$ cat src/rtl/truth_table_lut.sv
// -----------------------------------------------------------------------------
// truth_table_lut
//
// N-input truth-table gate with a runtime-reprogrammable table, an input
// settle filter and a registered output. The input vector must hold steady
// for SETTLE cycles before the table is consulted. A new table is shifted in
// serially into a shadow register while the old table keeps evaluating; the
// shadow is committed in one step when the last bit arrives.
//
// Parameters
//   N_IN    number of inputs (1..6); table depth is 2^N_IN rows
//   INIT    reset table; bit i is the output for input row i
//   SETTLE  cycles the input must stay stable before evaluation (1..255)
//
// Ports
//   clk         rising-edge clock
//   rst_n       asynchronous active-low reset
//   in          input vector; in[N_IN-1] is the row-index MSB
//   cfg_start   pulse that begins or restarts a table load
//   cfg_valid   cfg_bit is valid this cycle
//   cfg_bit     serial table bit, highest row first
//   cfg_ready   high while loading; a bit is taken on cfg_valid && cfg_ready
//   cfg_busy    high while loading
//   out         registered table[in_q]
//   out_valid   out reflects the current stable input and active table
//   out_change  one-cycle pulse on the cycle out changes value
// -----------------------------------------------------------------------------
module truth_table_lut #(
   parameter int                   N_IN   = 3,
   parameter logic [(1<<N_IN)-1:0] INIT   = '0,
   parameter int                   SETTLE = 4
) (
   input  logic            clk,
   input  logic            rst_n,
   input  logic [N_IN-1:0] in,
   input  logic            cfg_start,
   input  logic            cfg_valid,
   input  logic            cfg_bit,
   output logic            cfg_ready,
   output logic            cfg_busy,
   output logic            out,
   output logic            out_valid,
   output logic            out_change
);

   localparam int ROWS = 1 << N_IN;
   localparam int BCW  = $clog2(ROWS + 1);

   localparam logic [BCW-1:0] LAST_BIT  = BCW'(ROWS - 1);
   localparam logic [7:0]     SETTLE_C  = 8'(SETTLE);
   localparam logic [7:0]     SETTLE_M1 = 8'(SETTLE - 1);

   localparam logic [0:0] ST_RUN  = 1'b0;
   localparam logic [0:0] ST_LOAD = 1'b1;

   logic [0:0]      state;
   logic [ROWS-1:0] active_tbl;
   logic [ROWS-1:0] shadow_tbl;
   logic [ROWS-1:0] shadow_nxt;
   logic [BCW-1:0]  bit_cnt;
   logic [N_IN-1:0] in_q;
   logic [7:0]      stab_cnt;
   logic            in_load;
   logic            bit_acc;
   logic            commit;
   logic            tbl_bit;

   assign in_load = (state == ST_LOAD);

   // cfg_start has priority over a bit presented in the same cycle
   assign bit_acc = in_load && cfg_valid && !cfg_start;
   assign commit  = bit_acc && (bit_cnt == LAST_BIT);

   // MSB-first: after ROWS shifts the first bit sits at row ROWS-1
   assign shadow_nxt = {shadow_tbl[ROWS-2:0], cfg_bit};

   assign tbl_bit = active_tbl[in_q];

   assign cfg_ready = in_load;
   assign cfg_busy  = in_load;

   // Configuration state machine and table registers
   always_ff @(posedge clk or negedge rst_n) begin
      if (!rst_n) begin
         state      <= ST_RUN;
         bit_cnt    <= '0;
         shadow_tbl <= '0;
         active_tbl <= INIT;
      end else if (state == ST_RUN) begin
         if (cfg_start) begin
            state      <= ST_LOAD;
            bit_cnt    <= '0;
            shadow_tbl <= '0;
         end
      end else begin
         if (cfg_start) begin
            bit_cnt    <= '0;
            shadow_tbl <= '0;
         end else if (bit_acc) begin
            shadow_tbl <= shadow_nxt;
            if (commit) begin
               active_tbl <= shadow_nxt;
               bit_cnt    <= '0;
               state      <= ST_RUN;
            end else begin
               bit_cnt <= bit_cnt + BCW'(1);
            end
         end
      end
   end

   // Settle filter and output register. An input change and a commit on the
   // same edge both restart the settle count; out holds across the restart.
   always_ff @(posedge clk or negedge rst_n) begin
      if (!rst_n) begin
         in_q       <= '0;
         stab_cnt   <= '0;
         out        <= 1'b0;
         out_valid  <= 1'b0;
         out_change <= 1'b0;
      end else if (in != in_q) begin
         in_q       <= in;
         stab_cnt   <= '0;
         out_valid  <= 1'b0;
         out_change <= 1'b0;
      end else if (commit) begin
         stab_cnt   <= '0;
         out_valid  <= 1'b0;
         out_change <= 1'b0;
      end else if (stab_cnt < SETTLE_C) begin
         stab_cnt <= stab_cnt + 8'd1;
         if (stab_cnt == SETTLE_M1) begin
            out        <= tbl_bit;
            out_valid  <= 1'b1;
            out_change <= (out != tbl_bit);
         end else begin
            out_change <= 1'b0;
         end
      end else begin
         out        <= tbl_bit;
         out_change <= (out != tbl_bit);
      end
   end

endmodule

$ cat config.mk
export PLATFORM = sky130hd
export DESIGN_NAME = truth_table_lut
export DESIGN_NICKNAME = d
export VERILOG_FILES = /design/src/rtl/truth_table_lut.sv
export SDC_FILE = /design/constraint.sdc
export NUM_CORES = 1
export LEC_CHECK = 0
export ABC_AREA = 1
export CAP_MARGIN = 20
export CORE_MARGIN = 2
export CORE_UTILIZATION = 50
export DETAILED_ROUTE_END_ITERATION = 12
export GPL_TIMING_DRIVEN = 1
export PLACE_DENSITY = 0.73
export SLEW_MARGIN = 10
export SYNTH_ARGS = -nofsm -noshare
export SYNTH_HDL_FRONTEND = slang
export SYNTH_SLANG_ARGS = --single-unit
export TNS_END_PERCENT = 100
$ cat constraint.sdc
create_clock -name clk -period 1.4 [get_ports clk]
set_input_delay 0.28 -clock clk [delete_from_list [all_inputs] [get_ports clk]]
set_output_delay 0.28 -clock clk [all_outputs]
set_load 0.05 [all_outputs]
---- Word-level counts from Yosys, hierarchy flattened ----
Cells that the tools add are included.
word-level totals
  register bits ........................... 34
  input bits .............................. 8
  output and inout port bits .............. 5
  logic and storage cells ................. 62
cells by class
  add/sub/neg operators ................... 2
  magnitude comparators ................... 2
  equality and inequality tests ........... 5
  muxes and demuxes ....................... 29
  bitwise operators ....................... 3
  reduce and logical (&&, ||, !) cells .... 12
operator list
  cell                                                                   number
  7-bit 2-to-1 mux                                                       4
  8-bit 2-to-1 mux                                                       3
  4-bit 2-to-1 mux                                                       5
  1-bit 2-to-1 mux                                                       16
  8-bit by 1-bit adder with 8-bit output, second input constant          1
  8-bit by 2-bit equality test with 1-bit output, second input constant  1
  8-bit by 3-bit < comparator with 1-bit output, second input constant   1
  3-bit nonzero test                                                     2
  4-bit by 1-bit adder with 4-bit output, second input constant          1
  4-bit by 3-bit equality test with 1-bit output, second input constant  1
  3-bit by 4-bit < comparator with 1-bit output, second input constant   1
  2-bit AND reduction                                                    2
  4-bit AND reduction                                                    1
  2-bit nonzero test                                                     2
  1-bit binary-select mux with 3-bit select                              1
  1-bit logical AND                                                      3
  3-bit != test                                                          1
  1-bit NOT                                                              3
  3-bit AND reduction                                                    1
  2-bit by 1-bit != test with 1-bit output, second input constant        1
  1-bit zero test                                                        1
  1-bit != test                                                          1

---- Logic depth before layout (Yosys ltp) ----
Gate-level depths: netlist of run 1.
  depth after elaboration ................. 7
  gate-level depth with buffers ........... 8

---- Worst setup path before layout of run 1 ----
Ideal clock, no wire load.
  path type ............................... register to register
  start point ............................. register state (netlist: cfg_busy)
  end point ............................... register out
  library setup time ...................... 66 ps
  arrival ................................. 1523 ps
  data required time ...................... 1334 ps
  path slack .............................. -189 ps
  stages on the path, launching flop included .. 8
  path buffers ............................ 1
  period minus slack after synthesis ...... 1589 ps
  path through ............................ dfrtp_1 -> nand2_1 -> nor2_4 -> nand2_2 -> buf_2 -> nand4_1 -> nand2_1 -> nand2_1
on the way
  longest elaborated chain between the ends .. 5
ends and longest elaborated chain
  item                             line  source
  from (decl)                      56    logic [0:0] state;
  from (signal assigned)           85    state <= ST_RUN;
  from (signal assigned)           91    state <= ST_LOAD;
  from (signal assigned)           104   state <= ST_RUN;
  1-bit logical AND (2 in series)  71    assign bit_acc = in_load && cfg_valid && !cfg_start;
  1-bit logical AND                72    assign commit = bit_acc && (bit_cnt == LAST_BIT);
  1-bit NOT (no line)              -
  3-bit AND reduction (no line)    -
  to (signal assigned)             133   out <= tbl_bit;
  to (signal assigned)             140   out <= tbl_bit;
  to (decl)                        41    output logic out,
Every way passes these cells.
A chain may end at the register's enable or synchronous reset.

---- Worst setup path in the final report of run 1 ----
  start point ............................. register bit_cnt[1]
  end point ............................... register state (netlist: cfg_busy)
on the way
  longest elaborated chain between the ends .. 6
ends and longest elaborated chain
  item                                            line  source
  from (decl)                                     60    logic [BCW-1:0] bit_cnt;
  from (signal assigned)                          106   bit_cnt <= bit_cnt + BCW'(1);
  4-bit by 3-bit equality test with 1-bit output  72
  1-bit logical AND                               72
  1-bit 2-to-1 mux                                101   if (commit) begin
  1-bit 2-to-1 mux                                99    end else if (bit_acc) begin
  1-bit 2-to-1 mux                                96    if (cfg_start) begin
  1-bit 2-to-1 mux                                89    end else if (state == ST_RUN) begin
Every way passes these cells.

==> results of run 1 <==
layer usage:
metal / vias up / track usage (%) / part of all wire, %
li1: 584 / - / -
met1: 576 / 21.86 / 44
met2: 17 / 30.77 / 51
met3: 5 / 6.114 / 3.7
met4: 0 / 5.397 / 1.3
met5: - / 0 / 0
cells in the mapped netlist (all sizes together), types with 2 or more instances:
cell type / instances
nand2: 44
dfrtp: 34
inv: 33
nor2: 15
nand3: 12
o21ai: 9
o22ai: 7
clkbuf: 4
a21oi: 2
buf: 2
ha: 2
nand4: 2
xnor2: 2
xor2: 2
sequential cells by signal, indices dropped and copies added (netlist names):
name and cells:
bit_cnt 4, out 1, active_tbl 8, cfg_busy 1, out_valid 1, out_change 1, in_q 3, stab_cnt 8
shadow_tbl 7
cells by family (layout without fill, tap and decap cells):
| kind of cell | Yosys count | in the layout | synth area share (%) |
|---|---|---|---|
| buf+inv | 40 | 68 | 10.02 |
| flops | 34 | 34 | 54.97 |
| compound gates | 20 | 20 | 7.357 |
| xor+xnor | 4 | 4 | 3.477 |
| simple gates | 73 | 73 | 22.55 |
| fa+ha+maj | 2 | 2 | 1.617 |
worst max-delay path, delay by kind of cell, from the launching register on:
family / cells / cell delay (ps)
flops: 1 / 380
simple gates: 3 / 300
buf+inv: 2 / 260
fa+ha+maj: 1 / 200
compound gates: 1 / 90
area by class of cell:
cell class | count | area [um^2] | area share (%)
multi-input combinational | 99 | 559.3 | 29.10
inverter | 34 | 127.6 | 6.641
clock buffer | 7 | 45.04 | 2.344
sequential | 34 | 853.3 | 44.40
tap | 33 | 41.29 | 2.148
timing repair buffer | 27 | 295.3 | 15.36
path summary, 6_finish.rpt:
| check | cells after the start | startpoint | slack (ps) | to |
|---|---|---|---|---|
| setup / recovery | 7 | bit_cnt[1] | 60 | cfg_busy |
| min in group clk | 1 | in[1] | 440 | in_q[1] |
| setup reg to reg | 7 | bit_cnt[1] | 60 | cfg_busy |
| hold reg to reg | 2 | stab_cnt[1] | 490 | stab_cnt[1] |
| max in group asynchronous | 2 | rst_n | 890 | cfg_busy |
| hold / removal | 2 | rst_n | 320 | in_q[1] |
cell usage in the layout (no fill, tap or decap), drive strengths merged, types with 2 or more instances in the layout:
master         count
a21oi              2
buf               20
clkbuf             7
clkdlybuf4s50      7
dfrtp             34
ha                 2
inv               33
nand2             44
nand3             12
nand4              2
nor2              15
o21ai              9
o22ai              7
xnor2              2
xor2               2
per-stage QoR:
| stage | power (mW) | setup slack, ps | setup TNS [ps] |
|---|---|---|---|
| 6_report | 1.803 | 63.07 | 0 |
| 5_1_grt | 1.904 | -17.04 | -61.84 |
| 4_1_cts | 1.799 | 14.99 | 0 |
| 3_5_place_dp | 1.313 | -212.6 | -3432 |
| 3_3_place_gp | 1.298 | -159.6 | -2370 |
| 2_1_floorplan | 1.194 | 48.07 | 0 |
report_power, final:
group / total (mW) / internal, mW / switching, mW
combinational: 0.272 / 0.135 / 0.137
sequential: 1.05 / 1.02 / 0.0321
clock: 0.480 / 0.189 / 0.291
what timing repair did:
item                       4_1_cts  5_1_grt
resized for setup                1        4
setup buffers                    0        6
setup endpoints to repair        5       13
pin swaps                        0        4
==> reports/metrics.yaml, run 1 <==
hold_buffers: 0
grt_pass1_vias: 1109
p_leak_nw: 0.9358
stdcell_count: 234
synthCells: 173
whs_ps: 316.2
cp_slowest_stage_delay_ps: 380
synth_area_leader_cell: "dfrtp_1"
netlist_top_cells_area: "dfrtp_1 (55%), nand2_1 (9.7%), inv_1 (7.8%)"
nNetsFinal: 211
die_w_um: 59.64
p_per_area_mw_per_mm2: 938.3
rows: 20
design_area_mm2: 0.001922
worstPathArrival_ps: 1550
critPathLaunchType: "flop"
avgSynthCellArea_um2: 8.946
slew_headroom_pct: 79.53
synth-edff-count: 0
period_needed_ps: 1337
syn_area_mm2: 0.001548
viasPerCell: 5.051
antenna_found_initial: 0
dr.pass1.iters: 4
path_clk_slew_ps: 90
drv_cap: 0
final_layout_size_suffix_gt1_share_pct: 20.90
fin_crit_sh_pct: 95.50
initial_utilization_pct: 51.54
end_kind: "flop"
synth-main-ff-cell: "dfrtp_1"
peakVddDrop_v: 0.0007112
setup.worst_path.class: "flop to flop"
grt_first_pass_wirelength_um: 4733
slowest_stage: "dfrtp_1"
cts_root_buf: "clkbuf_4"
synth_top_area_share_pct: 54.97
setup_violations: 0
cts_buffer_depth: 2
num_vias: 1182
die_height_um: 59.64
place_congestion: 0.7542
yosysWarnings: 0
outcome: "finished clean"
yosys_register_bits: 34
routed_wirelength_um: 2681
drtIter0Drc: 15
htreeDepth: 2
synth.distinct_cells: 24
max_freq_ghz: 0.7480
n_fill_cell: 255
cpMostUsedCell: "buf_4"
syn_nets: 183
wl_per_cell_um: 11.46
dp.cells: 221
final_hold_viol_count: 0
fin_worst_skew_ps: 7.244
report.final.slew_viol_count: 0
cts_tree: "done"
core_area_mm2: 0.003003
grt_max_degree: 35
route.detailed.drc: 0
crit_fanout: 7
placed_area_mm2: 0.001815
die_area_mm2: 0.003556
grt.total_usage_pct: 18.13
num_antenna_cells: 0
cts_buffers: 5
port_buffers: 12
grt-ovfl-total: 0
final_util_pct: 64.00
syn_to_final_growth_pct: 24.17
ios: 13
synth_async_sr_flop_share_pct: 100.0
place_hpwl_um: 1983
cts_sinks: 34
ant_nets: 0
crit_required_ps: 1620
hold_path.class: "primary input to asynchronous set/reset pin"
yosysSeqAreaShare_pct: 54.97
tightestPinTransition_ps: 306.0
crit_path_cell_trace: "ha_2 -> nand2_2 -> nor2_4 -> nand2_4 -> buf_4 -> buf_4 -> o21a_1"
clk-insertion-delay-late_ps: 330
Note: power is estimated with default switching activity, not from simulation.
==> inputs of run 2 (changes only) <==
- CORE_UTILIZATION: 50 -> 30
- PLACE_DENSITY: 0.73 -> unset
==> reports/metrics.yaml, run 2 (synthesized netlist as in run 1, its figures left out) <==
holdCritStartpoint: "in[0]"
final_layout_size_suffix_gt1_share_pct: 21.78
ios: 13
tightestPinTransition_ps: 268.8
grt-ovfl-total: 0
drtIter0Drc: 39
initial_utilization_pct: 30.69
die_w_um: 75.83
design_area_mm2: 0.002017
cts_root_buf: "clkbuf_8"
place_congestion: 0.7953
multi_input_area_um2: 559.3
share_seq_of_total_power_pct: 51.1
port_buffers: 12
wl_per_cell_um: 9.801
die_height_um: 75.83
setup_violations: 0
routed_wirelength_um: 2666
grt_first_pass_wirelength_um: 4788
fin_ws_ps: 105.6
cts_buffers: 5
power_mw: 2.060
reg2reg_to: "out_valid"
grt_pass1_vias: 1122
peakVddDrop_v: 0.0004784
slew_headroom_pct: 82.04
final_hold_viol_count: 0
whs_endpoint: "in_q[0]"
p_switching_mw: 0.5184
whs_path_depth: 1
syn_to_final_growth_pct: 30.32
route.detailed.drc: 0
outcome: "finished clean"
end_kind: "flop"
placed_area_mm2: 0.001884
final_common_cell: "nand2_1"
final_cell_mix: "nand2_1 (38), inv_1 (32), dfrtp_1 (32)"
setup.worst_path.class: "flop to flop"
clk-insertion-delay-late_ps: 280
seqCellArea_um2: 853.3
p_leak_nw: 0.9672
fin_tns_setup_ps: 0
cts_sinks: 34
hold_buffers: 0
path_clk_slew_ps: 70
period_needed_ps: 1294
p_int_mw: 1.541
n_fill_cell: 508
ff2ff_path_depth: 8
htreeDepth: 2
max_freq_ghz: 0.7725
switching_share_pct: 25.17
report.final.slew_viol_count: 0
core_area_mm2: 0.005042
reg_top3: "active_tbl x8, stab_cnt x8, shadow_tbl x7"
critPathLaunchType: "flop"
ant_nets: 0
p_per_area_mw_per_mm2: 1021
grt_setup_unrepaired: "no"
grt_max_degree: 35
cts_buffer_depth: 2
r2r_slack_ps: 110
rows: 26
cts_tree: "done"
dr.pass1.iters: 4
worstPathArrival_ps: 1520
crit_required_ps: 1620
num_vias: 1119
place_ws_ps: -226.1
fin_worst_skew_ps: 5.689
antenna_found_initial: 0
p_clk_share_pct: 36.6
num_antenna_cells: 0
crit_fanout: 7
place_hpwl_um: 1891
viasPerCell: 4.114
drv_cap: 0
die_area_mm2: 0.005749
grt.total_usage_pct: 11.02
fin_crit_sh_pct: 92.46
nNetsFinal: 211
hold_path.class: "primary input to flop"
share_comb_of_total_power_pct: 12.3
r2r-start: "bit_cnt[1]"
## run 2: what timing repair did
item,in CTS,in global routing
endpoints found under the setup margin,0,11
gates resized for setup,0,7
buffers inserted,0,3
## run 2: area by class of cell
cell class              instances  area share, %
clock buffers                   7          4.280
clock inverters                 1         0.2481
inverters                      34          6.328
multi-input cells              99          27.73
flip-flops and latches         34          42.31
well taps                      70          4.342
repair buffers                 27          14.76
## run 2: routing by layer
| metal | part of all wire [%] | routed length (um) | track usage [%] | vias up |
|---|---|---|---|---|
| met4 | 0.49 | 13 | 2.339 | 0 |
| li1 | - | - | - | 587 |
| met5 | 0 | 0 | 0 | - |
| met2 | 45 | 1197 | 17.72 | 16 |
| met3 | 4.6 | 122 | 4.894 | 2 |
| met1 | 50 | 1332 | 13.73 | 514 |
## run 2: worst max-delay path by stage
stage	startpoint	endpoint	cells after the start
finish	bit_cnt[1]	out_valid	8
global route	cfg_busy	shadow_tbl[4]	6
CTS	bit_cnt[0]	out_valid	8
detailed placement	in[0]	stab_cnt[0]	9
global placement	in[0]	stab_cnt[0]	9
floorplan	bit_cnt[0]	out	8
## run 2: worst max-delay path, cell delays in order, from the launching register on
cell and delay (ps):
dfrtp_1 400, ha_2 200, nand2_2 80, nor2_4 40, nand2_4 90, nand3_4 130, nor2_4 170, nand2_2 60
nand2_1 60
## run 2: through the flow
stage | utilization (%) | std cells | hold WS (ps)
floorplan | - | 173 | -15.59
global placement | 37.37 | 261 | 463.0
detailed placement | 37.37 | 261 | 471.8
CTS | 39.18 | 269 | 370.0
global route | 40.00 | 272 | 196.8
finish | 40.00 | 272 | 182.2
## run 2: power by group through the flow
stage / clock network [mW] / logic [mW] / registers (mW)
floorplan: 0 / 0.120 / 1.07
global placement: 0 / 0.241 / 1.07
detailed placement: 0 / 0.246 / 1.07
CTS: 0.772 / 0.246 / 1.05
global route: 0.819 / 0.286 / 1.06
finish: 0.754 / 0.253 / 1.05
==> inputs of run 3 (changes only) <==
- CORE_MARGIN: 2 -> 1
==> reports/metrics.yaml, run 3 (synthesized netlist as in run 1, its figures left out) <==
viasPerCell: 4.140
gr-usage-met3_pct: 4.664
crit_path_cell_trace: "ha_1 -> nand2_2 -> nor2_4 -> nand2_4 -> buf_4 -> buf_4 -> o21a_1"
place_congestion: 0.7757
cp_slowest_stage_delay_ps: 380
grt-ovfl-total: 0
n_fill_cell: 474
die_area_mm2: 0.005450
peakVddDrop_v: 0.0004047
max_freq_ghz: 0.7702
crit_required_ps: 1570
multi_input_area_um2: 556.8
grt_setup_unrepaired: "no"
routed_wirelength_um: 2638
cts_sinks: 34
setup.worst_path.class: "flop to flop"
period_needed_ps: 1298
initial_utilization_pct: 31.92
dp.cells: 260
ff2ff_path_depth: 7
final_common_cell: "nand2_1"
outcome: "finished clean"
htreeDepth: 2
clk-insertion-delay-late_ps: 280
place_ws_ps: -221.6
cts_buffer_depth: 2
die_w_um: 73.83
hold_path.class: "primary input to asynchronous set/reset pin"
cts_buffers: 5
drv_cap: 0
p_leak_nw: 0.9744
slew_headroom_pct: 82.48
busiest_layer: "met2"
grt_first_pass_wirelength_um: 4650
worstPathArrival_ps: 1470
cts_tree: "done"
report.final.slew_viol_count: 0
final_cell_mix: "nand2_1 (38), dfrtp_1 (33), inv_1 (32)"
final_layout_size_suffix_gt1_share_pct: 21.95
antenna_found_initial: 0
tightestPinTransition_ps: 262.2
dr.pass1.iters: 2
seqCellArea_um2: 852.1
ant_nets: 0
grt_pass1_vias: 1061
drtIter0Drc: 33
slowest_stage: "dfrtp_1"
design_area_mm2: 0.002029
port_buffers: 12
stdcell_count: 272
num_vias: 1126
path_clk_slew_ps: 70
grt.total_usage_pct: 11.58
crit_fanout: 5
syn_to_final_growth_pct: 31.12
ios: 13
fin_ws_ps: 101.7
power_mw: 2.035
cpMostUsedCell: "buf_4"
fin_crit_sh_pct: 92.74
grt_max_degree: 35
route.detailed.drc: 0
reg_top3: "active_tbl x8, stab_cnt x8, shadow_tbl x7"
end_kind: "flop"
setup_violations: 0
wl_per_cell_um: 9.699
use_met1_pct: 13.94
num_antenna_cells: 0
placed_area_mm2: 0.001896
critPathLaunchType: "flop"
die_height_um: 73.83
place_hpwl_um: 1919
p_per_area_mw_per_mm2: 1003
use_met2_pct: 18.45
fin_worst_skew_ps: 3.712
cts_root_buf: "clkbuf_8"
final_hold_viol_count: 0
nNetsFinal: 214
rows: 25
core_area_mm2: 0.004848
run 3: metal layers:
metal  share of wire (%)  wire, um
met1                  49      1292
met2                  46      1218
met3                 3.3        87
met4                 1.5        40
met5                   0         0
run 3: repair_timing:
action,CTS,global route
hold buffers,0,0
gates resized for setup,0,4
buffers inserted,0,4
setup endpoints to repair,0,13
run 3: area by class of cell:
type	instances	area share (%)
Sequential cell	34	41.99
Multi-Input combinational cell	99	27.44
Timing Repair Buffer	30	15.66
Clock buffer	7	4.254
Tap cell	67	4.131
Inverter	34	6.289
Clock inverter	1	0.2466
run 3: final timing paths:
kind | startpoint | to | slack (ps)
worst max-delay path | bit_cnt[1] | cfg_busy | 100
max in group asynchronous | rst_n | cfg_busy | 840
worst max register to register | bit_cnt[1] | cfg_busy | 100
min in group clk | active_tbl[6] | active_tbl[6] | 480
worst min register to register | active_tbl[6] | active_tbl[6] | 480
worst min-delay path | rst_n | in_q[0] | 370
run 3: worst max-delay path: cells and delay by family (launching register included):
| family | cells | cell delay (ps) |
|---|---|---|
| flops | 1 | 380 |
| buf+inv | 2 | 260 |
| simple gates | 3 | 280 |
| fa+ha+maj | 1 | 190 |
| compound gates | 1 | 90 |
run 3: power by group:
group | leakage, nW | internal (mW) | switching (mW)
logic | 0.468 | 0.128 | 0.130
registers | 0.459 | 1.02 | 0.0326
clock network | 0.0482 | 0.396 | 0.328
run 3: metrics by stage:
step	setup TNS (ps)	hold WS [ps]	util, %
after floorplan	0	-15.59	-
after global placement	-2855	465.4	39.10
after detailed placement	-3420	473.1	39.10
after CTS	0	371.9	40.98
after global routing	0	383.6	41.86
final	0	374.0	41.86
